==> src/rtl/sram_fill_drain.sv <==
// ---------------------------------------------------------------------------
// sram_fill_drain
//   Buffers one frame from an input stream into an external single-port RAM
//   (FILL). It then streams the frame back out through a two-entry skid FIFO
//   (DRAIN). The RAM has a registered read, so read data appears one cycle
//   after the read was issued.
//
//   Optional macro: SRAM_FILL_DRAIN_REVERSE_EN
//     When defined, DRAIN reads addresses len-1 down to 0 (LIFO order).
//     When undefined, DRAIN reads addresses 0 up to len-1 (FIFO order).
//
// Ports
//   clk, rst                  single clock; synchronous active-high reset
//   in_valid/in_ready/in_data/in_last      input stream
//   ram_ce/ram_we/ram_addr/ram_data/ram_q  RAM port (ram_q: registered read)
//   out_valid/out_ready/out_data/out_last  output stream
// ---------------------------------------------------------------------------
module sram_fill_drain #(
  parameter int DATA_WIDTH = 8,
  parameter int RAM_DEPTH  = 4,
  parameter int ADDR_WIDTH = $clog2(RAM_DEPTH)
) (
  input  logic                  clk,
  input  logic                  rst,
  input  logic                  in_valid,
  output logic                  in_ready,
  input  logic [DATA_WIDTH-1:0] in_data,
  input  logic                  in_last,
  output logic                  ram_ce,
  output logic                  ram_we,
  output logic [ADDR_WIDTH-1:0] ram_addr,
  output logic [DATA_WIDTH-1:0] ram_data,
  input  logic [DATA_WIDTH-1:0] ram_q,
  output logic                  out_valid,
  input  logic                  out_ready,
  output logic [DATA_WIDTH-1:0] out_data,
  output logic                  out_last
);

  // Counters need one extra bit so they can hold len == RAM_DEPTH.
  localparam int CW = ADDR_WIDTH + 1;
  localparam logic [ADDR_WIDTH-1:0] LAST_ADDR = ADDR_WIDTH'(RAM_DEPTH - 1);

  typedef enum logic {
    FILL  = 1'b0,
    DRAIN = 1'b1
  } state_t;

  state_t                  state_q,         state_d;
  logic [ADDR_WIDTH-1:0]   wr_ptr_q,        wr_ptr_d;
  logic [CW-1:0]           len_q,           len_d;
  logic [CW-1:0]           rd_cnt_q,        rd_cnt_d;        // reads issued
  logic                    inflight_q,      inflight_d;      // read issued last cycle
  logic                    inflight_last_q, inflight_last_d; // that read is the frame's last word
  logic [1:0]              skid_cnt_q,      skid_cnt_d;
  logic [DATA_WIDTH-1:0]   skid0_data_q,    skid0_data_d;    // head entry
  logic                    skid0_last_q,    skid0_last_d;
  logic [DATA_WIDTH-1:0]   skid1_data_q,    skid1_data_d;
  logic                    skid1_last_q,    skid1_last_d;

  logic       pop;
  logic       push;
  logic       issue;
  logic [1:0] occ_after;

  // Outputs come straight from the skid registers.
  assign out_valid = (skid_cnt_q != 2'd0);
  assign out_data  = skid0_data_q;
  assign out_last  = skid0_last_q && out_valid;

  always_comb begin
    // NOTE: every signal written here gets a default first, so no path
    // leaves it unassigned and no latch is inferred.
    state_d         = state_q;
    wr_ptr_d        = wr_ptr_q;
    len_d           = len_q;
    rd_cnt_d        = rd_cnt_q;
    inflight_d      = 1'b0;
    inflight_last_d = 1'b0;
    skid_cnt_d      = skid_cnt_q;
    skid0_data_d    = skid0_data_q;
    skid0_last_d    = skid0_last_q;
    skid1_data_d    = skid1_data_q;
    skid1_last_d    = skid1_last_q;
    in_ready        = 1'b0;
    ram_ce          = 1'b0;
    ram_we          = 1'b0;
    ram_addr        = '0;
    ram_data        = '0;
    issue           = 1'b0;

    pop  = out_valid && out_ready;
    push = inflight_q;
    // Occupancy the skid will have once this cycle's pop retires, counting the
    // read whose data is on ram_q now. Crediting the pop keeps one word per
    // cycle flowing; without it every other cycle would bubble.
    occ_after = skid_cnt_q + 2'(inflight_q) - 2'(pop);

    unique case (state_q)
      FILL: begin
        in_ready = 1'b1;
        if (in_valid) begin
          ram_ce   = 1'b1;
          ram_we   = 1'b1;
          ram_addr = wr_ptr_q;
          ram_data = in_data;
          // The top address ends the frame even without in_last, so the
          // write pointer never wraps.
          if (in_last || (wr_ptr_q == LAST_ADDR)) begin
            state_d  = DRAIN;
            len_d    = CW'(wr_ptr_q) + CW'(1);
            wr_ptr_d = '0;
            rd_cnt_d = '0;
          end else begin
            wr_ptr_d = wr_ptr_q + ADDR_WIDTH'(1);
          end
        end
      end
      DRAIN: begin
        issue = (rd_cnt_q < len_q) && (occ_after < 2'd2);
        if (issue) begin
          ram_ce = 1'b1;
`ifdef SRAM_FILL_DRAIN_REVERSE_EN
          ram_addr = ADDR_WIDTH'(len_q - rd_cnt_q - CW'(1));
`else
          ram_addr = ADDR_WIDTH'(rd_cnt_q);
`endif
          rd_cnt_d        = rd_cnt_q + CW'(1);
          inflight_d      = 1'b1;
          inflight_last_d = (rd_cnt_q == len_q - CW'(1));
        end
      end
      default: ;
    endcase

    // Skid FIFO: entry 0 is always the head, entry 1 the tail.
    // Issue throttling guarantees no push when full and no pop when empty.
    unique case ({push, pop})
      2'b10: begin
        if (skid_cnt_q == 2'd0) begin
          skid0_data_d = ram_q;
          skid0_last_d = inflight_last_q;
        end else begin
          skid1_data_d = ram_q;
          skid1_last_d = inflight_last_q;
        end
        skid_cnt_d = skid_cnt_q + 2'd1;
      end
      2'b01: begin
        skid0_data_d = skid1_data_q;
        skid0_last_d = skid1_last_q;
        skid_cnt_d   = skid_cnt_q - 2'd1;
      end
      2'b11: begin
        if (skid_cnt_q == 2'd1) begin
          skid0_data_d = ram_q;
          skid0_last_d = inflight_last_q;
        end else begin
          skid0_data_d = skid1_data_q;
          skid0_last_d = skid1_last_q;
          skid1_data_d = ram_q;
          skid1_last_d = inflight_last_q;
        end
      end
      default: ;
    endcase

    // Handshake of the frame's last word: the skid holds nothing else and no
    // read is outstanding, so start the next frame from a clean slate.
    if (pop && skid0_last_q) begin
      state_d      = FILL;
      wr_ptr_d     = '0;
      len_d        = '0;
      rd_cnt_d     = '0;
      inflight_d   = 1'b0;
      skid_cnt_d   = 2'd0;
      skid0_data_d = '0;
      skid0_last_d = 1'b0;
      skid1_data_d = '0;
      skid1_last_d = 1'b0;
    end
  end

  always_ff @(posedge clk) begin
    if (rst) begin
      // NOTE: the skid entries are ordinary registers and are cleared here so
      // out_data reads 0 after reset. The RAM contents live outside this block
      // and are deliberately left alone.
      state_q         <= FILL;
      wr_ptr_q        <= '0;
      len_q           <= '0;
      rd_cnt_q        <= '0;
      inflight_q      <= 1'b0;
      inflight_last_q <= 1'b0;
      skid_cnt_q      <= 2'd0;
      skid0_data_q    <= '0;
      skid0_last_q    <= 1'b0;
      skid1_data_q    <= '0;
      skid1_last_q    <= 1'b0;
    end else begin
      // NOTE: non-blocking assignments so every flop samples the pre-edge
      // values computed above, independent of statement order.
      state_q         <= state_d;
      wr_ptr_q        <= wr_ptr_d;
      len_q           <= len_d;
      rd_cnt_q        <= rd_cnt_d;
      inflight_q      <= inflight_d;
      inflight_last_q <= inflight_last_d;
      skid_cnt_q      <= skid_cnt_d;
      skid0_data_q    <= skid0_data_d;
      skid0_last_q    <= skid0_last_d;
      skid1_data_q    <= skid1_data_d;
      skid1_last_q    <= skid1_last_d;
    end
  end

endmodule
==> config.mk <==
export PLATFORM = sky130hd
export DESIGN_NAME = sram_fill_drain
export DESIGN_NICKNAME = d
export VERILOG_FILES = /design/src/rtl/sram_fill_drain.sv
export SDC_FILE = /design/constraint.sdc
export NUM_CORES = 1
export LEC_CHECK = 0
export ABC_CLOCK_PERIOD_IN_PS = 6800
export CAP_MARGIN = 20
export CORE_MARGIN = 4
export CORE_UTILIZATION = 39
export CTS_BUF_LIST = sky130_fd_sc_hd__clkbuf_4
export CTS_CLUSTER_SIZE = 40
export DETAILED_ROUTE_END_ITERATION = 6
export DONT_BUFFER_PORTS = 1
export SETUP_SLACK_MARGIN = 0.02
export SLEW_MARGIN = 20
export SYNTH_ARGS = -nofsm -noshare
export SYNTH_HDL_FRONTEND = slang
export SYNTH_SLANG_ARGS = --single-unit
==> constraint.sdc <==
create_clock -name clk -period 6.8 [get_ports clk]
set_clock_uncertainty 0.2 [all_clocks]
set_input_delay 1.36 -clock clk [delete_from_list [all_inputs] [get_ports clk]]
set_output_delay 1.36 -clock clk [all_outputs]
set_load 0.01 [all_outputs]
Word-level counts from Yosys, hierarchy flattened. Index checks and enable logic that the tools add are counted.

Register bits after elaboration: 31. Input bits: 21. Output and inout bits: 23. Word-level logic and storage cells: 84.

$add $sub $neg: 8. Order comparisons: 2. Eq/ne operators: 12. Multiplexer cells: 31. Bitwise logic cells: 2. Reduce and logical (&&, ||, !) cells: 18.

Operators by type and width (count): 2-to-1 mux 8 bit (6); case mux 8 bit (3 select lines) (1); case mux 8 bit (2 select lines) (1); 2-to-1 mux 1 bit (11); inequality test 2 bit (second input constant) (5); 2-to-1 mux 3 bit (3); AND reduction 3 bit (3); case mux 2 bit (2 select lines) (2); equality test 2 bit (second input constant) (3); 2-to-1 mux 2 bit (3); case mux 3 bit (2 select lines) (1); nonzero test 2 bit (3); OR reduction 3 bit (2); adder 2 x 1 -> 2 bit (second input constant) (2); equality test 2 x 1 -> 1 bit (second input constant) (2); logical AND 1 bit (4); case mux 1 bit (2 select lines) (2); AND reduction 2 bit (2); adder 2 x 1 -> 3 bit (second input constant) (1); adder 3 x 1 -> 3 bit (second input constant) (1); equality test 3 bit (1); < comparator 3 bit (1); case mux 1 bit (3 select lines) (1); nonzero test 3 bit (1); other kinds (10) (11).

Depth between registers and ports, before layout.
Depth in word-level cells: 7. Mapped depth: 10.

Worst setup path after synthesis. OpenSTA, ideal clock, no wires.

Kind: input port to output port. Start: in out_ready. End: out ram_addr[0]. Arrival time: 2.638 ns. Data required time: 5.240 ns. Slack: 2.602 ns. Stages: 7. Buffers on the path: 2. Cells stage by stage: nor2b_1 buf_2 nand2_1 o32a_1 a2111oi_4 buf_6 a22o_1.

Word-level cells in the longest chain between the ends: 6.

Ends and longest elaborated chain: start: declaration (RTL line 35) `input logic out_ready,`; logical AND 1 bit (RTL line 92) `pop = out_valid && out_ready;`; subtractor 2 x 1 -> 2 bit (RTL line 97) `occ_after = skid_cnt_q + 2'(inflight_q) - 2'(pop);`; < comparator 2 bit (RTL line 120) `issue = (rd_cnt_q < len_q) && (occ_after < 2'd2);`; logical AND 1 bit (RTL line 120); 2-to-1 mux 2 bit (RTL line 121) `if (issue) begin`; case mux 2 bit (2 select lines) (RTL line 99) `unique case (state_q)`; end: declaration (RTL line 31) `output logic [ADDR_WIDTH-1:0] ram_addr,`.

No other way between the ends.

Final worst setup path.
Start: in out_ready. End: out ram_addr[1].

Same word-level chain as after synthesis.

==> results.md <==
- CP Depth: 5
- Post-DRT Antenna Nets: 0
- R2r setup slk: 4.06 ns
- RR Startpoint: skid_cnt_q[0]
- Critical Path Start Type: input port
- CP startpoint: out_ready
- Mapped Cells: 176
- Cells on worst reg2reg path: 8
- Seq/Total Area, Yosys: 39.0%
- RSZ-0062 raised after global routing: no
- Lkg Pwr: 0.654 nW
- Post-synthesis adder-cell area fraction: 7.08%
- Count of final hold-check violations: 0
- Final HPWL from detailed placement: 2580 µm
- Data arrival, critical path: 2.99 ns
- Via-to-Cell Ratio: 5.65
- Post-synth EDFFs: 0
- Post-CTS resize count: 0
- Hold Crit Class: register to register
- Largest cells by area after synthesis: dfxtp_1 39%, mux2i_1 13%, ha_1 7.1%, nor2_1 6.1%, a211oi_1 4.7%
- Cell count after placement: 215
- Crit path max-delay family: compound AO/OA/AOI/OAI gates
- GR peak layer: met2
- Synth Area in XOR/XNOR: 2.20%
- DRT iter0 DRCs: 39
- WP buf/inv: 0
- Max-slew headroom: 34.2%
- Area of the core: 3800 µm²
- Synth Register Bits: 31
- Vias: 1260
- CP Class: input port to output port
- Fin cells: 223
- Achievable clock frequency: 220 MHz
- Last element of the critical path: ram_addr[1]
- FF-to-FF End: rd_cnt_q[2]
- Synth Area per Inst: 9.04 µm²
- WP data required: 5.24 ns
- Synth Cell Area: 1590 µm²
- Met3 usage: 4.91%
- H-tree depth: 2
- TritonCTS buffer count: 5
- Synth cell types: 36
- Worst vdd ir: 0.171 mV
- Clk slew on worst S/H paths: 0.10 ns
- Die area: 5170 µm²
- Post-DR wirelength/cell: 15.2 µm
- First-pass GRT wire length: 5460 µm
- Clk sink count: 31
- Synth Net Count: 206
- Ys Warns: 0
- Outcome: finished clean
- Crit share post-route: 66.9%
- Met2 usage: 22.9%
- Post-synth top flop: dfxtp_1
- Die Span Y: 71.9 µm
- Crit path capture type: output port
- Main combinational cell family by area after synthesis: simple AND/OR/NAND/NOR gates
- Worst-path maximum fanout: 12
- Residual DRC count: 0
- Number of iterations in the first detailed-routing pass: 4
- Vias in the first global route: 1189
- Hold bufs inserted after CTS: 0
- GRT Total Usage: 13.4%
- CTS tree: yes
- Longest Clk Path Bufs: 2
- Post-route setup TNS: 0 ns
- Post-synth top area share: 39.0%
- Largest area contributor in the netlist: dfxtp_1
- Critical Path Max Stage Delay: 0.57 ns
- Die W: 71.9 µm
- Area growth, synth to finish: 6.13%
- Crit-path cells: nor2b_1 -> nand2_1 -> o32a_1 -> a2111oi_4 -> a22o_1
- Share of cells above drive strength 1: 6.86%
- Met1 usage: 14.0%
- Post-synthesis mux area share: 13.2%
- Tmin final: 4.55 ns
- WHS: 0.304 ns
- Initial Util: 41.9%
- Drt total wl: 3380 µm
- Max-cap violations: 0
- GP Congestion: 0.805
- Clk_lat worst skew: 0.33 ns
- CP max-delay cell: a2111oi_4
- Final setup fails: 0
- Post-CTS Repair Setup Buffers: 0
- Gr ovfl total: 0
- Slew Viols, Final: 0
- Post-synth ARST share: 0%
- Count of boundary I/O pins: 44
- # diodes: 0
- Post-synthesis compound-gate area fraction: 15.1%
- Worst Tran Pin Value: 0.985 ns
- Port bufs: 0
- Initial antenna violation count: 0
- Row cnt: 22
- Clk root buf: clkbuf_4
- Pwr/cell area: 274 nW/µm²
- Synth Area in Simple Gates: 18.3%
- Pin count of the biggest net entering global routing: 27
- Final #Nets: 204
-- Yosys cell counts, drive strengths merged, types with 2 or more instances --
cell type	count
a211oi	10
a21oi	7
a22o	2
and2	9
buf	4
clkbuf	5
dfxtp	31
ha	9
inv	10
mux2i	21
nand2	8
nand3	4
nand3b	4
nor2	26
nor2b	3
nor3	2
o21ai	4
xnor2	3
-- area by class of cell --
type / count / area (µm²)
clock buffer: 5 / 37.5
clock inverter: 3 / 38.8
fill: 377 / 2110
inverter: 10 / 37.5
multi-input combinational: 126 / 895
sequential: 31 / 621
tap: 48 / 60.1
-- worst min-delay path by stage --
stage	start	end	depth (start not counted)	slack [ns]
2_1_floorplan	skid1_data_q[0]	skid1_data_q[0]	2	0.26
3_3_place_gp	skid1_data_q[1]	skid1_data_q[1]	2	0.27
3_5_place_dp	skid1_data_q[1]	skid1_data_q[1]	2	0.28
4_1_cts	skid1_data_q[1]	skid1_data_q[1]	2	0.31
5_1_grt	skid1_data_q[0]	skid1_data_q[0]	2	0.34
6_report	skid1_data_q[1]	skid1_data_q[1]	2	0.30
-- kinds of logic (layout without fill, tap and decap cells) --
logic type                 count (synthesis)  count (layout)
and+or+nand+nor                           60              60
AOI/OAI and AO/OA                         32              32
DFF                                       31              31
muxes                                     21              21
buffers and inverters                     19              18
adders and majority gates                  9               9
xor gates and xnor gates                   4               4
-- power by group --
part	internal, mW	switching (mW)
sequential	0.198	0.0183
combinational	0.0418	0.0656
clock	0.0756	0.0633
-- placed cells by master (no fill, tap or decap), drive strengths merged, types with 2 or more instances in the layout --
master,count
dfxtp,31
nor2,26
mux2i,21
a211oi,10
inv,10
and2,9
ha,9
nand2,8
a21oi,7
clkbuf,5
nand3b,4
nand3,4
o21ai,4
nor2b,3
xnor2,3
a22o,2
nor3,2
clkinv,2
-- routing by layer --
layer,wire length [µm],up-vias
met4,81,0
met2,1680,50
li1,-,607
met3,264,10
met5,0,-
met1,1350,593
-- tightest hold or removal path: stages, from the launching register on --
cell	delay, ns
dfxtp_1	0.34
mux2i_1	0.06
nor2_1	0.08
-- registers in the layout, summed over array words and instances, names as in the netlist --
register         count
inflight_last_q      1
inflight_q           1
len_q                3
out_data             8
rd_cnt_q             3
skid0_last_q         1
skid1_data_q         8
skid1_last_q         1
skid_cnt_q           2
state_q              1
wr_ptr_q             2
-- per-stage QoR --
| stage | instance area (µm²) | util, % | power [mW] | setup WS, ns |
|---|---|---|---|---|
| 6_report | 1690 | 44.5 | 0.463 | 2.25 |
| 5_1_grt | 1690 | 44.5 | 0.489 | 2.13 |
| 4_1_cts | 1690 | 44.5 | 0.468 | 2.24 |
| 3_5_place_dp | 1610 | 42.5 | 0.329 | 2.24 |
| 3_3_place_gp | 1610 | 42.5 | 0.323 | 2.33 |
| 2_1_floorplan | 1590 | - | 0.308 | 2.60 |
Note: power is estimated with default switching activity, not from simulation.
